[src/rtl/regfile_serial_dump.sv]
// Walks register file read port A and streams each byte out as an 8N1
// serial frame, LSB first, for offline inspection of working registers.
module regfile_serial_dump #(
  parameter int CLKS_PER_BIT = 16,
  parameter int NUM_REGS     = 8,
  parameter int ADDR_W       = 3,
  parameter int DATA_W       = 8
) (
  input  logic              CLK,
  input  logic              RESET,
  input  logic              START,
  output logic [ADDR_W-1:0] RF_SA,
  input  logic [DATA_W-1:0] RF_DATA,
  output logic              TX,
  output logic              BUSY,
  output logic              DONE
);

  localparam int BAUD_W =
    (CLKS_PER_BIT > 1) ? $clog2(CLKS_PER_BIT) : 1;
  localparam int BIT_W =
    (DATA_W > 1) ? $clog2(DATA_W) : 1;

  localparam logic [BAUD_W-1:0] BAUD_LAST =
    BAUD_W'(CLKS_PER_BIT - 1);
  localparam logic [BIT_W-1:0] BIT_LAST =
    BIT_W'(DATA_W - 1);
  localparam logic [ADDR_W-1:0] SA_LAST =
    ADDR_W'(NUM_REGS - 1);

  typedef enum logic [2:0] {
    IDLE,
    FETCH,
    START_BIT,
    DATA_BITS,
    STOP_BIT
  } state_t;

  state_t              state;
  logic [BAUD_W-1:0]   baud;
  logic [BIT_W-1:0]    bit_cnt;
  logic [DATA_W-1:0]   shift;
  logic [DATA_W-1:0]   shift_nxt;
  logic                baud_end;

  assign baud_end  = (baud == BAUD_LAST);
  assign shift_nxt = shift >> 1;

  always_ff @(posedge CLK) begin
    if (RESET) begin
      state   <= IDLE;
      TX      <= 1'b1;
      BUSY    <= 1'b0;
      DONE    <= 1'b0;
      RF_SA   <= '0;
      baud    <= '0;
      bit_cnt <= '0;
      shift   <= '0;
    end else begin
      DONE <= 1'b0;
      unique case (state)
        IDLE: begin
          TX      <= 1'b1;
          baud    <= '0;
          bit_cnt <= '0;
          if (START) begin
            state <= FETCH;
            BUSY  <= 1'b1;
            RF_SA <= '0;
          end
        end

        // Snapshot the byte; later writes cannot corrupt this frame.
        FETCH: begin
          shift <= RF_DATA;
          TX    <= 1'b0;
          baud  <= '0;
          state <= START_BIT;
        end

        START_BIT: begin
          if (baud_end) begin
            baud    <= '0;
            bit_cnt <= '0;
            TX      <= shift[0];
            state   <= DATA_BITS;
          end else begin
            baud <= baud + 1'b1;
          end
        end

        DATA_BITS: begin
          if (baud_end) begin
            baud <= '0;
            if (bit_cnt == BIT_LAST) begin
              TX    <= 1'b1;
              state <= STOP_BIT;
            end else begin
              bit_cnt <= bit_cnt + 1'b1;
              shift   <= shift_nxt;
              TX      <= shift_nxt[0];
            end
          end else begin
            baud <= baud + 1'b1;
          end
        end

        // RF_SA parks on the last register until the next dump.
        STOP_BIT: begin
          TX <= 1'b1;
          if (baud_end) begin
            baud <= '0;
            if (RF_SA == SA_LAST) begin
              state <= IDLE;
              DONE  <= 1'b1;
              BUSY  <= 1'b0;
            end else begin
              RF_SA <= RF_SA + 1'b1;
              state <= FETCH;
            end
          end else begin
            baud <= baud + 1'b1;
          end
        end

        default: state <= IDLE;
      endcase
    end
  end

endmodule
[config.mk]
export PLATFORM = sky130hd
export DESIGN_NAME = regfile_serial_dump
export DESIGN_NICKNAME = d
export VERILOG_FILES = /design/src/rtl/regfile_serial_dump.sv
export SDC_FILE = /design/constraint.sdc
export NUM_CORES = 1
export LEC_CHECK = 0
export CAP_MARGIN = 40
export CORE_ASPECT_RATIO = 1.2
export CORE_MARGIN = 2
export CORE_UTILIZATION = 54
export DETAILED_ROUTE_END_ITERATION = 6
export PLACE_DENSITY = 0.86
export SLEW_MARGIN = 15
export SYNTH_ARGS = -nofsm -noshare
export SYNTH_HDL_FRONTEND = slang
export SYNTH_SLANG_ARGS = --single-unit
[constraint.sdc]
create_clock -name CLK -period 1.9 [get_ports CLK]
set_input_delay 0.19 -clock CLK [delete_from_list [all_inputs] [get_ports CLK]]
set_output_delay 0.19 -clock CLK [all_outputs]
set_load 0.1 [all_outputs]
==> impl_metrics.ini, run 1 <==
[status]
status = complete, no violations

[sta]
worst_pin_slew_ns = 0.548
hold_viol = 0
max_slew_margin = 0.634
slew_violations = 0
timing.hold.ws_ns = 0.494
setup_viol = 0
fin_skew_ns = 0.00175
setup_tns_ns = 0
worst_slack_ns = 0.170
rsz0062_at_grt = no
fmax_ghz = 0.578
fin_crit_sh = 0.911
period_needed_ns = 1.73

[final_layout]
n_fill_cell = 208
final_net_count = 188
drive_above_1_share = 0.211
mostFrequentLayoutCells = dfxtp_1 (22), a21oi_1 (18), nand3_1 (18), buf_4 (14), nand2_1 (11)
layout_commonest_cell = dfxtp_1
area_growth_pct = 17.2
insertedDiodeCount = 0

[place]
dp_hpwl_um = 2300
dp_slack_ns = 0.104
io_buffers = 16
gp_congestion = 0.898

[synth]
synth.avg_cell_area_um2 = 8.74
synthArstFlopShare = 0
syn_nets = 170
syn_inst = 154
yosys_warnings = 0
yosysSeqAreaShare = 0.357
syn_area_mm2 = 0.00135
ys_types = 47
synth_ff_type = dfxtp_1
synth-seq-cells = 24
synth_edf_count = 0

[floorplanning]
core_mm2 = 0.00233
rows = 19
die_w_um = 49.6
initial_utilization = 0.578
pin_count = 17
die_h_um = 58.7
die_area_mm2 = 0.00291

[detailed_routing]
first_iter_violations = 29
vias = 1234
ant_nets = 0
wl_per_cell_um = 15.4
dr.pass1.iters = 4
wirelength_um = 3110
drc = 0
post_drt_via_cell_ratio = 6.11

[clock_network]
insertion_delay_ns = 0.33
clock-sinks = 24
clk_pin_slew_ns = 0.13
cts.path.max_buffers = 2
htreeDepth = 1
numCtsBuffers = 3
clockRootBuffer = clkbuf_4
cts_tree = done

[grt]
grt_pass1_vias = 1193
grt_pass1_wl_um = 5320
grt.overflow.total = 0
grt_usage = 0.235
grt_max_degree = 15
grt_antenna_before_repair = 0

[critical_path]
r2r_cells = 5
worst-path-max-fanout = 8
cp-end-kind = register
start_kind = register
crit_chain = ha_1 > and3_2 > nand3_4 > o211a_1 > mux2_4
critPathRequiredTime_ns = 2.13
worstPathArrival_ns = 1.96
path_class = register to register
critical-path-max-stage-delay_ns = 0.41
crit_path_top_delay_cell = dfxtp_1

[power_and_ir_drop]
p_sw_frac = 0.264
total_leakage_power_nw = 0.614
clockPowerShare = 0.343
seqPwrFrac = 0.499
p_int_mw = 0.807
power.switching_mw = 0.289
powerDensity_mw_per_mm2 = 695
p_comb_frac = 0.157
vdd_drop_max_mv = 0.578

[min_path]
hold_class = register to register
worstHoldPathCells = 2

[job]
maxCapViolCount = 0
-- state kept, by name, indices dropped and copies added, names as in the netlist --
name and flops:
baud 4, state 3, shift 8, DONE 1, BUSY 1, TX 1, bit_cnt 3, RF_SA 3
-- Yosys cell counts (all sizes together) (2+ instances only) --
cell type | n | area (µm²)
inv | 3 | 11.3
ha | 5 | 62.6
a31oi | 9 | 56.3
nor3b | 2 | 15.0
dfxtp | 24 | 480
nor3 | 2 | 15.0
o21ai | 2 | 10.0
buf | 7 | 53.8
nand3 | 21 | 128
a21oi | 18 | 90.1
a22o | 4 | 36.3
mux2 | 2 | 26.3
nor2 | 6 | 48.8
clkbuf | 4 | 15.0
nand2 | 11 | 41.3
nand2b | 3 | 18.8
and3 | 11 | 68.8
nor4 | 2 | 12.5
-- area by class of cell --
type / count / area, µm² / share of cell area
Clock buffer: 3 / 22.5 / 0.0143
Clock inverter: 1 / 30.0 / 0.0190
Inverter: 3 / 11.3 / 0.00714
Multi-Input combinational cell: 116 / 787 / 0.499
Sequential cell: 24 / 483 / 0.306
Tap cell: 31 / 38.8 / 0.0246
Timing Repair Buffer: 24 / 205 / 0.130
-- timing repair --
action                                  CTS  global route
endpoints found under the setup margin    0             1
buffers inserted                          0             0
resized for setup                         0             1
hold buffers                              0             0
-- power by group through the flow --
stage | Clock [mW] | Combinational [mW] | Sequential (mW)
floorplan | 0 | 0.0958 | 0.579
global route | 0.406 | 0.187 | 0.551
CTS | 0.384 | 0.173 | 0.547
finish | 0.377 | 0.172 | 0.548
global placement | 0 | 0.167 | 0.557
detailed placement | 0 | 0.172 | 0.558
-- per-layer routing --
layer	GRT usage	vias to the layer above	part of all wire
li1	-	612	-
met2	0.442	30	0.54
met5	0	-	0
met1	0.272	587	0.40
met4	0.0873	0	0.014
met3	0.0254	5	0.045
-- final timing paths --
kind | end | slack [ns] | start
hold / removal | BUSY$_SDFFE_PP0P_ | 0.49 | BUSY$_SDFFE_PP0P_
setup reg to reg | RF_SA[0]$_SDFFE_PP0P_ | 0.17 | baud[1]$_SDFFE_PP0P_
hold reg to reg | BUSY$_SDFFE_PP0P_ | 0.49 | BUSY$_SDFFE_PP0P_
setup / recovery | RF_SA[0]$_SDFFE_PP0P_ | 0.17 | baud[1]$_SDFFE_PP0P_
-- cells by family (layout without fill, tap and decap cells) --
logic type                 after synthesis  count (layout)  share of synthesized area
buffers and inverters                   14              31                     0.0595
DFF                                     24              24                      0.357
and+or+nand+nor                         65              65                      0.297
muxes                                    3               3                     0.0269
AOI/OAI and AO/OA                       43              43                      0.213
adders and majority gates                5               5                     0.0465
-- through the flow --
step / total power [mW] / area, µm² / cells / utilization
final: 1.10 / 1580 / 202 / 0.677
after global placement: 0.724 / 1520 / 198 / 0.654
after global routing: 1.15 / 1580 / 202 / 0.677
after detailed placement: 0.731 / 1520 / 198 / 0.654
after CTS: 1.10 / 1580 / 202 / 0.677
after floorplan: 0.675 / 1350 / 154 / -
-- critical path, delay by kind of cell (launching register included) --
family | cells | cell delay, ns
and+or+nand+nor | 2 | 0.43
muxes | 1 | 0.26
DFF | 1 | 0.41
AOI/OAI and AO/OA | 1 | 0.27
adders and majority gates | 1 | 0.27
Power figures use the tool's default switching activity.
==> run 2, diff against run 1 <==
==> constraint.sdc (replaced) <==
create_clock -name CLK -period 1.8 [get_ports CLK]
set_input_delay 0.18 -clock CLK [delete_from_list [all_inputs] [get_ports CLK]]
set_output_delay 0.18 -clock CLK [all_outputs]
set_load 0.1 [all_outputs]
==> run 2 against run 1 <==
Compared with the run above: clock power is 3% higher; global-route usage down 0.79 points; highest routed layer unchanged; non-clock buffer count rose by 4; fmax up 5.7%; sequential cell count is the same; core utilization is 1.3 points higher; register-to-register slack about the same; setup slack worse by 0.0070 ns; critical path depth is the same.
==> impl_metrics.ini, run 2 (synthesis results as in run 1) <==
[detailed_routing]
maxUsedRoutingLayer = met4
ant_nets = 0
drc = 0
met3WireLength_um = 132
wl_per_cell_um = 14.4
met2WireLength_um = 1480
first_iter_violations = 42
vias = 1241
post_drt_via_cell_ratio = 6.02
wirelength_um = 2970
dr.pass1.iters = 4
wl_met1_um = 1310

[final_layout]
mostFrequentLayoutCells = dfxtp_1 (22), a21oi_1 (18), nand3_1 (18), buf_4 (18), nand2_1 (11)
largestRegisters = shift (8), baud (4)
n_fill_cell = 213
area_growth_pct = 19.4
drive_above_1_share = 0.229
regMostFlops = shift
postLayoutCellArea_mm2 = 0.00161
largest_reg_flops = 8
final_net_count = 192
multi_input_area_um2 = 787
stdcell_count = 206
layout_commonest_cell = dfxtp_1
seqCellArea_um2 = 483
insertedDiodeCount = 0

[floorplanning]
die_area_mm2 = 0.00291
rows = 19
initial_utilization = 0.578
pin_count = 17
core_mm2 = 0.00233
die_w_um = 49.6
die_h_um = 58.7

[critical_path]
critPathRequiredTime_ns = 2.02
worst-path-max-fanout = 6
path_class = register to register
worstPathArrival_ns = 1.86
cp-end-kind = register
start_kind = register

[clock_network]
clockRootBuffer = clkbuf_4
clk_pin_slew_ns = 0.13
insertion_delay_ns = 0.31
postCtsHoldBufs = 0
cts.path.max_buffers = 2
cts_tree = done
numCtsBuffers = 3
htreeDepth = 1
clock-sinks = 24

[place]
gp_congestion = 0.916
io_buffers = 16
place_area_mm2 = 0.00155
dp_hpwl_um = 2220
dp_cells = 202

[sta]
period_needed_ns = 1.64
max_slew_margin = 0.629
fmax_ghz = 0.611
worst_pin_slew_ns = 0.556
timing.hold.ws_ns = 0.500
setup_tns_ns = 0
fin_crit_sh = 0.910
slew_violations = 0
fin_skew_ns = 0.00447
setup_viol = 0
hold_viol = 0
rsz0062_at_grt = no

[grt]
grt_max_degree = 15
grt_pass1_vias = 1233
grt_usage = 0.227
grt_pass1_wl_um = 5180
grt_antenna_before_repair = 0
grt.overflow.total = 0

[min_path]
hold_class = register to register

[power_and_ir_drop]
total_leakage_power_nw = 0.636
powerDensity_mw_per_mm2 = 714
vdd_drop_max_mv = 0.522
total_power_mw = 1.15

[job]
maxCapViolCount = 0

[status]
status = complete, no violations
## run 2: cell count changes in the layout (fill, tap and decap cells not counted), sizes merged
cell  change
buf       +4
## run 2: layout make-up
| class | count | area share |
|---|---|---|
| clock buffers | 3 | 0.0140 |
| clock inverters | 1 | 0.0187 |
| well taps | 31 | 0.0241 |
| multi-input cells | 116 | 0.489 |
| repair buffers | 28 | 0.146 |
| inverters | 3 | 0.00700 |
| flip-flops and latches | 24 | 0.300 |
## run 2: what timing repair did
action | CTS | global route
setup buffers | 0 | 0
endpoints found under the hold margin | 0 | 0
resized for setup | 0 | 1
endpoints found under the setup margin | 0 | 3
## run 2: final timing paths
path / cells past startpoint / end / startpoint / slack, ns
worst max-delay path: 5 / RF_SA[0]$_SDFFE_PP0P_ / baud[1]$_SDFFE_PP0P_ / 0.16
worst min-delay path: 2 / BUSY$_SDFFE_PP0P_ / BUSY$_SDFFE_PP0P_ / 0.50
worst max register to register: 5 / RF_SA[0]$_SDFFE_PP0P_ / baud[1]$_SDFFE_PP0P_ / 0.16
worst min register to register: 2 / BUSY$_SDFFE_PP0P_ / BUSY$_SDFFE_PP0P_ / 0.50
## run 2: power by group
part | leakage [nW] | switching [mW] | internal (mW)
Clock | 0.0279 | 0.164 | 0.225
Combinational | 0.412 | 0.105 | 0.0751
Sequential | 0.196 | 0.0264 | 0.552
Total | 0.636 | 0.296 | 0.852
## run 2: layer usage
layer  vias to the layer above  track usage
li1                        618            -
met1                       588        0.264
met2                        31        0.404
met3                         4       0.0355
met4                         0        0.111
met5                         -            0
## run 2: critical path, stage by stage (launching register included)
cell,delay [ns]
dfxtp_1,0.41
ha_1,0.23
and3_2,0.29
nand3_4,0.10
o211a_1,0.26
mux2_4,0.26
## run 2: stage by stage
stage | worst slack [ns] | utilization
final | 0.163 | 0.690
after global routing | 0.0440 | 0.690
after CTS | 0.104 | 0.690
after detailed placement | 0.101 | 0.667
after global placement | 0.181 | 0.667
after floorplan | 0.00506 | -
==> run 3, diff against run 2 <==
--- a/config.mk
+++ b/config.mk
@@ -6,9 +6,11 @@
 export NUM_CORES = 1
 export LEC_CHECK = 0
 export CAP_MARGIN = 40
+export CELL_PAD_IN_SITES_DETAIL_PLACEMENT = 1
+export CELL_PAD_IN_SITES_GLOBAL_PLACEMENT = 1
 export CORE_ASPECT_RATIO = 1.2
-export CORE_MARGIN = 2
-export CORE_UTILIZATION = 54
+export CORE_MARGIN = 8
+export CORE_UTILIZATION = 41
 export DETAILED_ROUTE_END_ITERATION = 6
 export PLACE_DENSITY = 0.86
 export SLEW_MARGIN = 15
==> run 3 against run 2 <==
Compared with the run above: critical path type unchanged; worst hold slack improved by 0.0018 ns; via count rose by 2.3%; clock skew fell by 0.00064 ns; routed wire length rose by 28%; clock power fell by 20%; sequential share of layout area fell by 0.30 points; total power fell by 5.6%; highest routed layer unchanged; fmax fell by 5.3%; setup slack got worse by 0.092 ns; clock-buffer cell count did not move; die area rose by 85%.
==> impl_metrics.ini, run 3 (synthesis results as in run 1) <==
[critical_path]
worstPathArrival_ns = 1.87
critPathBufInv = 0
start_kind = register
crit_path_top_delay_cell = or4_1
path_class = register to register
cp-end-kind = register
worst-path-max-fanout = 6
critPathRequiredTime_ns = 1.94
crit_chain = ha_1 > nand3_2 > o211ai_2 > o41ai_1 > or4_1
critical-path-max-stage-delay_ns = 0.48
critPathTopFamily = simple AND/OR/NAND/NOR gates

[clock_network]
clockRootBuffer = clkbuf_8
cts.path.max_buffers = 2
clk_pin_slew_ns = 0.08
post_cts_buffers = 0
htreeDepth = 1
cts_tree = done
clock-sinks = 24
insertion_delay_ns = 0.26
numCtsBuffers = 3

[sta]
fin_crit_sh = 0.960
slew_violations = 0
rsz0062_at_grt = no
hold_viol = 0
worst_pin_slew_ns = 0.568
setup_viol = 0
setup_tns_ns = 0
period_needed_ns = 1.73
max_slew_margin = 0.621
fin_skew_ns = 0.00383
fmax_ghz = 0.578
timing.hold.ws_ns = 0.502

[detailed_routing]
wl_per_cell_um = 17.9
post_drt_via_cell_ratio = 5.99
wirelength_um = 3790
ant_nets = 0
vias = 1269
first_iter_violations = 38
drc = 0
dr.pass1.iters = 5

[floorplanning]
pin_count = 17
rows = 23
die_h_um = 78.8
initial_utilization = 0.414
die_area_mm2 = 0.00538
die_w_um = 68.3
core_mm2 = 0.00325

[grt]
grt_pass1_wl_um = 6610
grt_pass1_vias = 1395
grt_max_degree = 17
grt_usage = 0.153
grt.overflow.total = 0
grt_antenna_before_repair = 0

[final_layout]
drive_above_1_share = 0.229
area_growth_pct = 20.6
stdcell_count = 212
postLayoutCellArea_mm2 = 0.00162
regMostFlops = shift
layout_commonest_cell = dfxtp_1
mostFrequentLayoutCells = dfxtp_1 (22), a21oi_1 (18), nand3_1 (18), buf_4 (18), nand2_1 (11)
insertedDiodeCount = 0
largest_reg_flops = 8
final_net_count = 193
largestRegisters = shift (8), baud (4)

[power_and_ir_drop]
total_power_mw = 1.08
powerDensity_mw_per_mm2 = 667
total_leakage_power_nw = 0.637
vdd_drop_max_mv = 0.452

[place]
dp_hpwl_um = 2840
io_buffers = 16
gp_congestion = 0.860
dp_cells = 209
place_area_mm2 = 0.00158

[min_path]
hold_class = register to register

[job]
maxCapViolCount = 0

[status]
status = complete, no violations
## run 3: layer usage
| metal | part of all wire | vias to the layer above | wire length [µm] | global-route usage |
|---|---|---|---|---|
| met5 | 0 | - | 0 | 0 |
| met4 | 0.0061 | 0 | 23 | 0.0575 |
| li1 | - | 619 | - | - |
| met2 | 0.53 | 30 | 2020 | 0.269 |
| met1 | 0.41 | 618 | 1570 | 0.174 |
| met3 | 0.046 | 2 | 174 | 0.0295 |
## run 3: path summary, 6_finish.rpt
kind | cells past startpoint | slack (ns) | start | to
hold reg to reg | 2 | 0.50 | BUSY$_SDFFE_PP0P_ | BUSY$_SDFFE_PP0P_
setup / recovery | 5 | 0.07 | baud[1]$_SDFFE_PP0P_ | TX$_SDFFE_PP1P_
setup reg to reg | 5 | 0.07 | baud[1]$_SDFFE_PP0P_ | TX$_SDFFE_PP1P_
hold / removal | 2 | 0.50 | BUSY$_SDFFE_PP0P_ | BUSY$_SDFFE_PP0P_
## run 3: report_power, final
group / switching [mW] / internal (mW) / total, mW
clock: 0.164 / 0.150 / 0.313
combinational: 0.113 / 0.0789 / 0.192
sequential: 0.0272 / 0.551 / 0.578
total: 0.304 / 0.780 / 1.08
## run 3: cell type report
cell class | instances | area (µm²)
clock buffer | 3 | 41.3
multi-input combinational | 116 | 787
tap | 37 | 46.3
sequential | 24 | 483
timing repair buffer | 29 | 255
inverter | 3 | 11.3
fill | 395 | 1630
## run 3: timing repair
item | in CTS | in global routing
hold buffers | 0 | 0
setup endpoints to repair | 0 | 2
gates resized for setup | 0 | 1
## run 3: worst register-to-register path: stages (launching register included)
cell and delay, ns:
dfxtp_1 0.40, ha_1 0.24, nand3_2 0.19, o211ai_2 0.20
o41ai_1 0.10, or4_1 0.48
## run 3: per-stage QoR
step	worst slack (ns)	util
floorplan	0.00506	-
global placement	0.162	0.486
detailed placement	0.0506	0.486
CTS	0.0284	0.499
global route	0.0108	0.499
finish	0.0711	0.499
